$ cat src/rtl/arb_rr_8_pkg.sv
// arb_rr_8_pkg -- shared constants for the 8-way round-robin arbiter.
//   NREQ      : number of requesters (8)
//   IDXW      : width of a requester index (3)
//   ST_IDLE / ST_GRANT : FSM state encoding (0 / 1)
//   LAST_RST  : value of the round-robin pointer after reset (7), so that
//               requester 0 is searched first.
package arb_rr_8_pkg;

   localparam int NREQ = 8;
   localparam int IDXW = 3;

   localparam logic [0:0] ST_IDLE  = 1'b0;
   localparam logic [0:0] ST_GRANT = 1'b1;

   localparam logic [IDXW-1:0] LAST_RST = 3'd7;

endpackage

$ cat src/rtl/arb_rr_8_dcd.sv
// dcd_3_to_8 -- 3-to-8 one-hot decoder with enable.
//   idx  : binary index
//   en   : when low, output is all-zero
//   dout : one-hot decode of idx, gated by en
module dcd_3_to_8
   import arb_rr_8_pkg::*;
(
   input  logic [IDXW-1:0] idx,
   input  logic            en,
   output logic [NREQ-1:0] dout
);

   for (genvar i = 0; i < NREQ; i++) begin : g_dec
      assign dout[i] = en && (idx == IDXW'(i));
   end

endmodule

$ cat src/rtl/arb_rr_8.sv
// arb_rr_8 -- 8-way round-robin arbiter with hold-until-release grants.
//   clk      : clock, all state updates on rising edge
//   rst      : synchronous active-high reset
//   req[7:0] : level request lines, held until served
//   done     : one-cycle release pulse from the current owner
//   gnt[7:0] : one-hot grant (zero when no owner)
//   gnt_idx  : binary index of the current owner
//   gnt_vld  : high while a grant is held
//   timeout  : one-cycle pulse when a grant is force-released
// Optional feature: define ARB_RR_8_TIMEOUT_EN to enable the hold counter,
// which force-releases a grant after MAX_HOLD GRANT cycles. Without it the
// timeout output is tied low and grants are held indefinitely.
module arb_rr_8
   import arb_rr_8_pkg::*;
#(
   parameter int MAX_HOLD = 15
)(
   input  logic            clk,
   input  logic            rst,
   input  logic [NREQ-1:0] req,
   input  logic            done,
   output logic [NREQ-1:0] gnt,
   output logic [IDXW-1:0] gnt_idx,
   output logic            gnt_vld,
   output logic            timeout
);

   if (MAX_HOLD < 1 || MAX_HOLD > 255) begin : g_bad_hold
      $error("arb_rr_8: MAX_HOLD must be in 1..255");
   end

   logic [0:0]      state;
   logic [IDXW-1:0] last;
   logic [IDXW-1:0] pick_idx;
   logic [IDXW-1:0] cand;
   logic            pick_vld;
   logic            rel_norm;
   logic            hold_exp;
   logic            rel;

   // Search upward from last+1, wrapping; the 3-bit add does the mod 8.
   // The just-served requester is visited last, giving it lowest priority.
   always_comb begin
      pick_vld = 1'b0;
      pick_idx = '0;
      cand     = '0;
      for (int k = 1; k <= NREQ; k++) begin
         cand = last + IDXW'(k);
         if (!pick_vld && req[cand]) begin
            pick_vld = 1'b1;
            pick_idx = cand;
         end
      end
   end

   assign gnt_vld  = (state == ST_GRANT);
   // done and a dropped owner request in the same cycle are one release.
   assign rel_norm = done || !req[gnt_idx];
   assign rel      = rel_norm || hold_exp;

   always_ff @(posedge clk) begin
      if (rst) begin
         state   <= ST_IDLE;
         gnt_idx <= '0;
         last    <= LAST_RST;
      end else begin
         case (state)
            ST_IDLE: begin
               // done is ignored here; only req matters.
               if (pick_vld) begin
                  state   <= ST_GRANT;
                  gnt_idx <= pick_idx;
               end
            end
            ST_GRANT: begin
               if (rel) begin
                  state <= ST_IDLE;
                  last  <= gnt_idx;
               end
            end
            default: state <= ST_IDLE;
         endcase
      end
   end

`ifdef ARB_RR_8_TIMEOUT_EN
   // hold_cnt counts completed GRANT cycles of the current owner; the grant
   // is released at the edge ending its MAX_HOLD-th cycle.
   localparam logic [7:0] HOLD_LAST = 8'(MAX_HOLD - 1);
   logic [7:0] hold_cnt;
   logic       timeout_r;

   assign hold_exp = gnt_vld && (hold_cnt == HOLD_LAST);
   assign timeout  = timeout_r;

   always_ff @(posedge clk) begin
      if (rst) begin
         hold_cnt  <= '0;
         timeout_r <= 1'b0;
      end else begin
         // Held at zero in IDLE, so every GRANT entry starts from zero.
         if (!gnt_vld)
            hold_cnt <= '0;
         else if (!rel)
            hold_cnt <= hold_cnt + 8'd1;
         // A normal release in the same cycle wins; no timeout reported.
         timeout_r <= hold_exp && !rel_norm;
      end
   end
`else
   assign hold_exp = 1'b0;
   assign timeout  = 1'b0;
`endif

   dcd_3_to_8 u_dcd (
      .idx  (gnt_idx),
      .en   (gnt_vld),
      .dout (gnt)
   );

endmodule
$ cat config.mk
export PLATFORM = sky130hd
export DESIGN_NAME = arb_rr_8
export DESIGN_NICKNAME = d
export VERILOG_FILES = /design/src/rtl/arb_rr_8_pkg.sv /design/src/rtl/arb_rr_8_dcd.sv /design/src/rtl/arb_rr_8.sv
export SDC_FILE = /design/constraint.sdc
export NUM_CORES = 1
export LEC_CHECK = 0
export ABC_AREA = 1
export BUFFER_PORTS_ARGS = -buffer_cell sky130_fd_sc_hd__buf_4
export CAP_MARGIN = 10
export CORE_UTILIZATION = 58
export DETAILED_ROUTE_END_ITERATION = 7
export PLACE_DENSITY = 0.83
export SYNTH_ARGS = -nofsm -noshare
export SYNTH_HDL_FRONTEND = slang
export SYNTH_SLANG_ARGS = --single-unit
$ cat constraint.sdc
create_clock -name clk -period 3.6 [get_ports clk]
set_input_delay 0.72 -clock clk [delete_from_list [all_inputs] [get_ports clk]]
set_output_delay 0.72 -clock clk [all_outputs]
set_load 0.02 [all_outputs]
==> flow_metrics.py, run 1 <==
metrics = {
    "outcome": {
        "status": "finished clean",
    },
    "worst_setup_path": {
        "crit_path_start_kind": "register",
        "cp_slowest_cell": "ha_1",
        "timing.rr.start": "last[1]",
        "r2r-end": "gnt_idx[0]",
        "reg2reg_depth": 14,
        "cp_data_required_time_ns": 3.74,
        "r2r_slack_ns": 1.27,
        "max_stage_delay_ns": 0.42,
        "cp-end-kind": "register",
        "path_max_fanout": 8,
        "arrival_ns": 2.48,
        "path_common_cell": "inv_1",
        "critical_path_class": "reg2reg",
        "path_cells": "inv_1 -> ha_1 -> inv_1 -> nand3_1 -> nand3_2 -> nand2_4 -> nor2_4 -> nand4_4 -> nor2_4 -> nand3_2 -> nand2_2 -> inv_1 -> o21ai_1 -> a21oi_1",
        "worst-path-buf-inv": 3,
        "crit_family": "simple AND/OR/NAND/NOR gates",
    },
    "power_and_ir_drop": {
        "leakagePower_uw": 0.000694,
        "p_per_area_mw_per_mm2": 839,
        "ir_drop_mv": 0.413,
    },
    "sta": {
        "min_period_ns": 2.33,
        "drv_slew": 0,
        "finalSetupViolCount": 0,
        "rsz0062_at_grt": "no",
        "fmax_ghz": 0.429,
        "whs_ns": 0.563,
        "fin_skew_ns": 0.00695,
        "period_share_pct": 64.8,
        "max-slew-margin-rel_pct": 63.8,
        "finalSetupTns_ns": 0,
        "hold_viol_final": 0,
        "worst_pin_slew_ns": 0.543,
    },
    "detailed_routing": {
        "wirelength_um": 2890,
        "vias_per_cell": 5.28,
        "drt_iter0_drc": 45,
        "routedWlPerCell_um": 11.7,
        "drc": 0,
        "ant_nets": 0,
        "drt-pass1-iter-count": 4,
        "num_vias": 1299,
    },
    "global_route": {
        "grtUsageTotal_pct": 29.7,
        "gr-total-overflow": 0,
        "antenna_found_initial": 0,
        "grt_pass1_vias": 1128,
        "grt_max_degree": 13,
        "grt_pass1_wl_um": 4560,
    },
    "synth": {
        "yosysUniqueCellTypes": 31,
        "synth-seq-cells": 7,
        "ys_seq_area_share_pct": 12.5,
        "synth.top_cell.area_share_pct": 21.4,
        "synthesis.area_sq_mm": 0.00112,
        "synthTopCellsByArea": "nand2_1, dfxtp_1, nand3_1, nor2_1, inv_1",
        "avgSynthCellArea_sq_um": 5.63,
        "syn-instance-count": 199,
        "ys.flop_type": "dfxtp_1",
        "synth_warnings": 0,
        "synth_top_cell_by_area": "nand2_1",
        "async_reset_ff_share_pct": 0,
        "synth_edf_count": 0,
        "synth_nets": 212,
    },
    "clocking": {
        "htreeDepth": 1,
        "cts_tree": "yes",
        "cts_root_buf": "clkbuf_4",
        "postCtsHoldBufs": 0,
        "path_clk_slew_ns": 0.06,
        "clkSinkCount": 7,
        "postCtsResizedCells": 0,
        "clockBufferDepth": 2,
        "post_cts_buffers": 0,
        "clk_latency_ns": 0.26,
        "numCtsBuffers": 3,
    },
    "placed_design": {
        "dp.cells": 242,
        "place_congestion": 0.868,
        "place_area_sq_mm": 0.00128,
        "port_buffers": 22,
        "dpl.hpwl_um": 2310,
    },
    "die": {
        "coreArea_sq_mm": 0.00176,
        "dieArea_sq_mm": 0.00211,
        "ios": 24,
        "dieWidth_um": 46.0,
        "die_height_um": 46.0,
        "rows": 15,
        "initial_utilization_pct": 63.5,
    },
    "min_path": {
        "hold_depth": 2,
        "hold_path_end": "gnt_idx[2]",
        "min_from": "gnt_idx[2]",
        "worstHoldPathType": "reg2reg",
    },
    "cells_and_area": {
        "fillers": 159,
        "final_cells": 246,
        "antennaDiodeCount": 0,
        "drive_gt1_share_pct": 21.7,
        "syn2layout_area_growth_pct": 16.2,
        "nets": 235,
        "stdcell_area_sq_mm": 0.00130,
    },
    "job": {
        "drv_cap": 0,
    },
}
-- final cells by class --
cell class                 instances  area [sq um]  area share [%]
timing repair buffer              24           180            13.8
sequential                         7           140            10.8
multi-input combinational        161           828            63.6
tap                               25          31.3            2.40
clock buffer                       4          26.3            2.02
inverter                          25          96.3            7.40
-- Yosys cell counts, types with 3 or more instances --
library cell and number:
nand3_2 6, nor2_1 29, inv_1 22, buf_6 4, nand2_2 4, dfxtp_1 7, o21ai_0 5, nand2_1 64
a21oi_1 3, nand3_1 25, o211ai_1 4
-- per-stage QoR --
stage          utilization (%)  setup slack, ns  total power, uW
2_1_floorplan                -             1.47              841
3_3_place_gp              72.3             1.37              993
3_5_place_dp              72.3             1.30             1000
4_1_cts                   73.8             1.29             1090
5_1_grt                   73.8             1.10             1200
6_report                  73.8             1.27             1090
-- cells by family (layout without fill, tap and decap cells) --
family | after synthesis | count (layout) | share of synthesized area, %
other | 1 | 1 | 0.335
and+or+nand+nor | 136 | 136 | 56.8
buffers and inverters | 31 | 53 | 13.6
xor gates and xnor gates | 3 | 3 | 3.68
AOI/OAI and AO/OA | 19 | 19 | 10.8
adders and majority gates | 2 | 2 | 2.23
DFF | 7 | 7 | 12.5
-- how the worst max path moves through the flow --
stage                 start         end  slack, ns  cells past startpoint
floorplan           last[0]  gnt_idx[0]       1.47                     15
global placement    last[1]  gnt_idx[0]       1.37                     14
detailed placement  last[1]  gnt_idx[0]       1.30                     14
CTS                 last[1]  gnt_idx[0]       1.29                     14
global route        last[1]  gnt_idx[1]       1.10                     14
finish              last[1]  gnt_idx[0]       1.27                     14
-- per-layer routing --
layer	vias to the layer above	share of wire (%)	track usage, %
met5	-	0	0
met4	0	1.6	12.4
met3	5	4.6	2.38
met2	40	50	54.9
met1	579	44	34.4
li1	675	-	-
-- sequential cells by signal, summed over array words and instances (netlist names) --
name and flops:
gnt_idx 3, gnt_vld 1, last 3
-- worst min-delay path, delay by kind of cell, from the launching register on --
kind,cells,cell delay (ns)
compound gates,1,0.06
flops,1,0.36
simple gates,1,0.09
-- cell usage in the layout (no fill, tap or decap), types with 2 or more instances in the layout --
| cell | count |
|---|---|
| a211oi_1 | 2 |
| nor3_1 | 2 |
| nand2_2 | 4 |
| clkbuf_4 | 3 |
| dfxtp_1 | 7 |
| ha_1 | 2 |
| nor2_4 | 2 |
| nand3_2 | 6 |
| o21ai_1 | 2 |
| a21oi_1 | 3 |
| o211ai_1 | 4 |
| inv_2 | 2 |
| inv_1 | 22 |
| nand3_1 | 25 |
| nor2_1 | 29 |
| buf_4 | 24 |
| nand2_1 | 64 |
| o21ai_0 | 5 |
-- power breakdown --
| group | internal [uW] | switching (uW) |
|---|---|---|
| Clock | 42.5 | 32.6 |
| Combinational | 296 | 566 |
| Sequential | 105 | 51.3 |
| Total | 443 | 650 |
No activity file was read; power rests on OpenSTA's default activity.
==> run 2: changes to the inputs <==
- ABC_AREA: 1 -> 0
- CORE_UTILIZATION: 58 -> 51
- PLACE_DENSITY: 0.83 -> 0.76
- clock period: 3.6 -> 2.02 ns (I/O delays scaled with it)
==> run 2 against run 1 <==
- the flow now finishes with violations (negative setup slack)
- critical path depth shrank 3
- worst hold slack lost 0.18 ns
- total power rose to 3.0 times the previous value
- critical path type unchanged
- largest cell class unchanged
- highest routed layer unchanged
==> flow_metrics.py, run 2 <==
metrics = {
    "clocking": {
        "cts_tree": "yes",
        "path_clk_slew_ns": 0.06,
        "htreeDepth": 1,
        "numCtsBuffers": 3,
        "postCtsHoldBufs": 0,
        "clk_latency_ns": 0.27,
        "clkSinkCount": 7,
        "clockBufferDepth": 2,
        "cts_root_buf": "clkbuf_4",
    },
    "die": {
        "rows": 18,
        "initial_utilization_pct": 53.7,
        "die_height_um": 52.8,
        "dieWidth_um": 52.8,
        "coreArea_sq_mm": 0.00245,
        "ios": 24,
        "dieArea_sq_mm": 0.00279,
    },
    "cells_and_area": {
        "antennaDiodeCount": 0,
        "stdcell_area_sq_mm": 0.00207,
        "nets": 246,
        "final_core_util_pct": 84.3,
        "final_cell_mix": "buf_4, nand2_1, nor2_1",
        "fillers": 118,
        "syn2layout_area_growth_pct": 57.0,
        "final_common_cell": "buf_4",
        "drive_gt1_share_pct": 52.2,
    },
    "worst_setup_path": {
        "worst-path-buf-inv": 4,
        "arrival_ns": 2.67,
        "timing.rr.start": "last[0]",
        "crit_family": "compound AO/OA/AOI/OAI gates",
        "path_max_fanout": 5,
        "path_common_cell": "buf_4",
        "r2r_slack_ns": -0.49,
        "r2r-end": "gnt_idx[2]",
        "cp-end-kind": "register",
        "reg2reg_depth": 11,
        "max_stage_delay_ns": 0.40,
        "cp_slowest_cell": "dfxtp_4",
        "cp_data_required_time_ns": 2.18,
        "crit_path_start_kind": "register",
        "critical_path_class": "reg2reg",
        "path_cells": "inv_4 -> ha_4 -> mux4_2 -> buf_6 -> buf_4 -> buf_4 -> o21bai_1 -> a31oi_1 -> o311ai_0 -> a21o_1 -> o21ai_1",
    },
    "power_and_ir_drop": {
        "power_frac_seq_pct": 7.4,
        "p_sw_uw": 1610,
        "leakagePower_uw": 0.000907,
        "ir_drop_mv": 1.45,
        "p_int_uw": 1700,
        "p_per_area_mw_per_mm2": 1600,
        "power_frac_clock_pct": 4.4,
        "switching_share_pct": 48.7,
        "power.share.combinational_pct": 88.3,
    },
    "synth": {
        "ys.flop_type": "dfxtp_1",
        "synth_edf_count": 0,
        "avgSynthCellArea_sq_um": 8.39,
        "synthTopCellsByArea": "dfxtp_1, mux2i_1, mux4_2, mux4_1, nand2_1",
        "async_reset_ff_share_pct": 0,
        "synth_top_cell_by_area": "dfxtp_1",
        "syn-instance-count": 157,
        "synth_warnings": 0,
        "synth_common_cells": "nand2_1, nor2_1, mux2i_1",
        "synth.top_cell.area_share_pct": 10.6,
        "synthesis.area_sq_mm": 0.00132,
        "synth-seq-cells": 7,
        "synth_nets": 170,
        "yosysUniqueCellTypes": 55,
        "ys_seq_area_share_pct": 10.6,
    },
    "placed_design": {
        "pre_cts_ws_ns": -0.416,
        "port_buffers": 22,
        "dpl.hpwl_um": 3260,
        "place_area_sq_mm": 0.00182,
        "place_congestion": 0.957,
    },
    "sta": {
        "drv_slew": 0,
        "finalSetupViolCount": 4,
        "fmax_ghz": 0.399,
        "timing.final.ws_setup_ns": -0.489,
        "rsz0062_at_grt": "yes",
        "hold_viol_final": 0,
        "max-slew-margin-rel_pct": 60.7,
        "min_period_ns": 2.51,
        "worst_pin_slew_ns": 0.583,
        "period_share_pct": 124,
        "fin_skew_ns": 0.00552,
    },
    "global_route": {
        "grt_pass1_wl_um": 8630,
        "gr-total-overflow": 0,
        "grt_pass1_vias": 1680,
        "grt_max_degree": 16,
        "grtUsageTotal_pct": 43.7,
        "antenna_found_initial": 0,
    },
    "detailed_routing": {
        "drc": 0,
        "ant_nets": 0,
        "vias_per_cell": 6.84,
        "drt-pass1-iter-count": 7,
        "drt_iter0_drc": 138,
        "num_vias": 1791,
        "routedWlPerCell_um": 22.7,
        "wirelength_um": 5950,
    },
    "job": {
        "drv_cap": 0,
    },
    "min_path": {
        "hold_path_end": "gnt_vld",
        "hold_depth": 2,
        "min_from": "rst",
        "worstHoldPathType": "in2reg",
    },
    "outcome": {
        "failed_checks": "negative setup slack",
        "status": "complete, but fails checks",
    },
}
-- run 2: cell type report --
class | instances | area, sq um | share of cell area [%]
multi-input cells | 134 | 1190 | 57.7
flip-flops and latches | 7 | 145 | 7.02
repair buffers | 80 | 636 | 30.7
clock buffers | 4 | 26.3 | 1.27
inverters | 7 | 30.0 | 1.45
well taps | 30 | 37.5 | 1.81
-- run 2: repair_timing --
action / in CTS / in global routing
pin swaps: 13 / 3
setup buffers: 14 / 3
gates resized for setup: 20 / 1
setup endpoints to repair: 4 / 4
endpoints found under the hold margin: 0 / 0
-- run 2: worst max path at each step --
| stage | from | to | slack, ns | cells after the start |
|---|---|---|---|---|
| 2_1_floorplan | last[0] | gnt_idx[1] | -0.53 | 12 |
| 3_3_place_gp | req[5] | gnt_idx[0] | -0.31 | 7 |
| 3_5_place_dp | last[0] | gnt_idx[1] | -0.42 | 9 |
| 4_1_cts | last[0] | gnt_idx[0] | -0.28 | 11 |
| 5_1_grt | last[0] | gnt_idx[0] | -0.58 | 10 |
| 6_report | last[0] | gnt_idx[2] | -0.49 | 11 |
-- run 2: kinds of logic after synthesis --
group	share of synthesized area, %
compound gates	22.6
buf+inv	5.89
fa+ha+maj	1.90
xor+xnor	2.47
flops	10.6
other cells	0.285
mux	30.7
simple gates	25.5
-- run 2: routing by layer --
metal,vias to the layer above,share of wire (%),global-route usage [%]
met4,0,7.6,20.2
met5,-,0,0
met3,54,12,8.41
met1,815,35,54.0
met2,179,46,72.2
li1,743,-,-
-- run 2: metrics by stage --
stage | hold slack, ns | total power [uW] | instances | setup TNS [ns]
after floorplan | 0.480 | 1700 | 157 | -1.86
after global placement | 0.535 | 2330 | 241 | -1.06
after detailed placement | 0.534 | 2400 | 241 | -1.49
after CTS | 0.387 | 3000 | 259 | -1.07
after global routing | 0.389 | 3430 | 262 | -1.97
final | 0.387 | 3310 | 262 | -1.62
-- run 2: power by group through the flow --
stage / Combinational [uW] / Sequential (uW) / Clock (uW)
2_1_floorplan: 1460 / 245 / 0
5_1_grt: 3030 / 249 / 155
6_report: 2920 / 243 / 145
3_3_place_gp: 2090 / 231 / 0
4_1_cts: 2620 / 237 / 136
3_5_place_dp: 2170 / 233 / 0
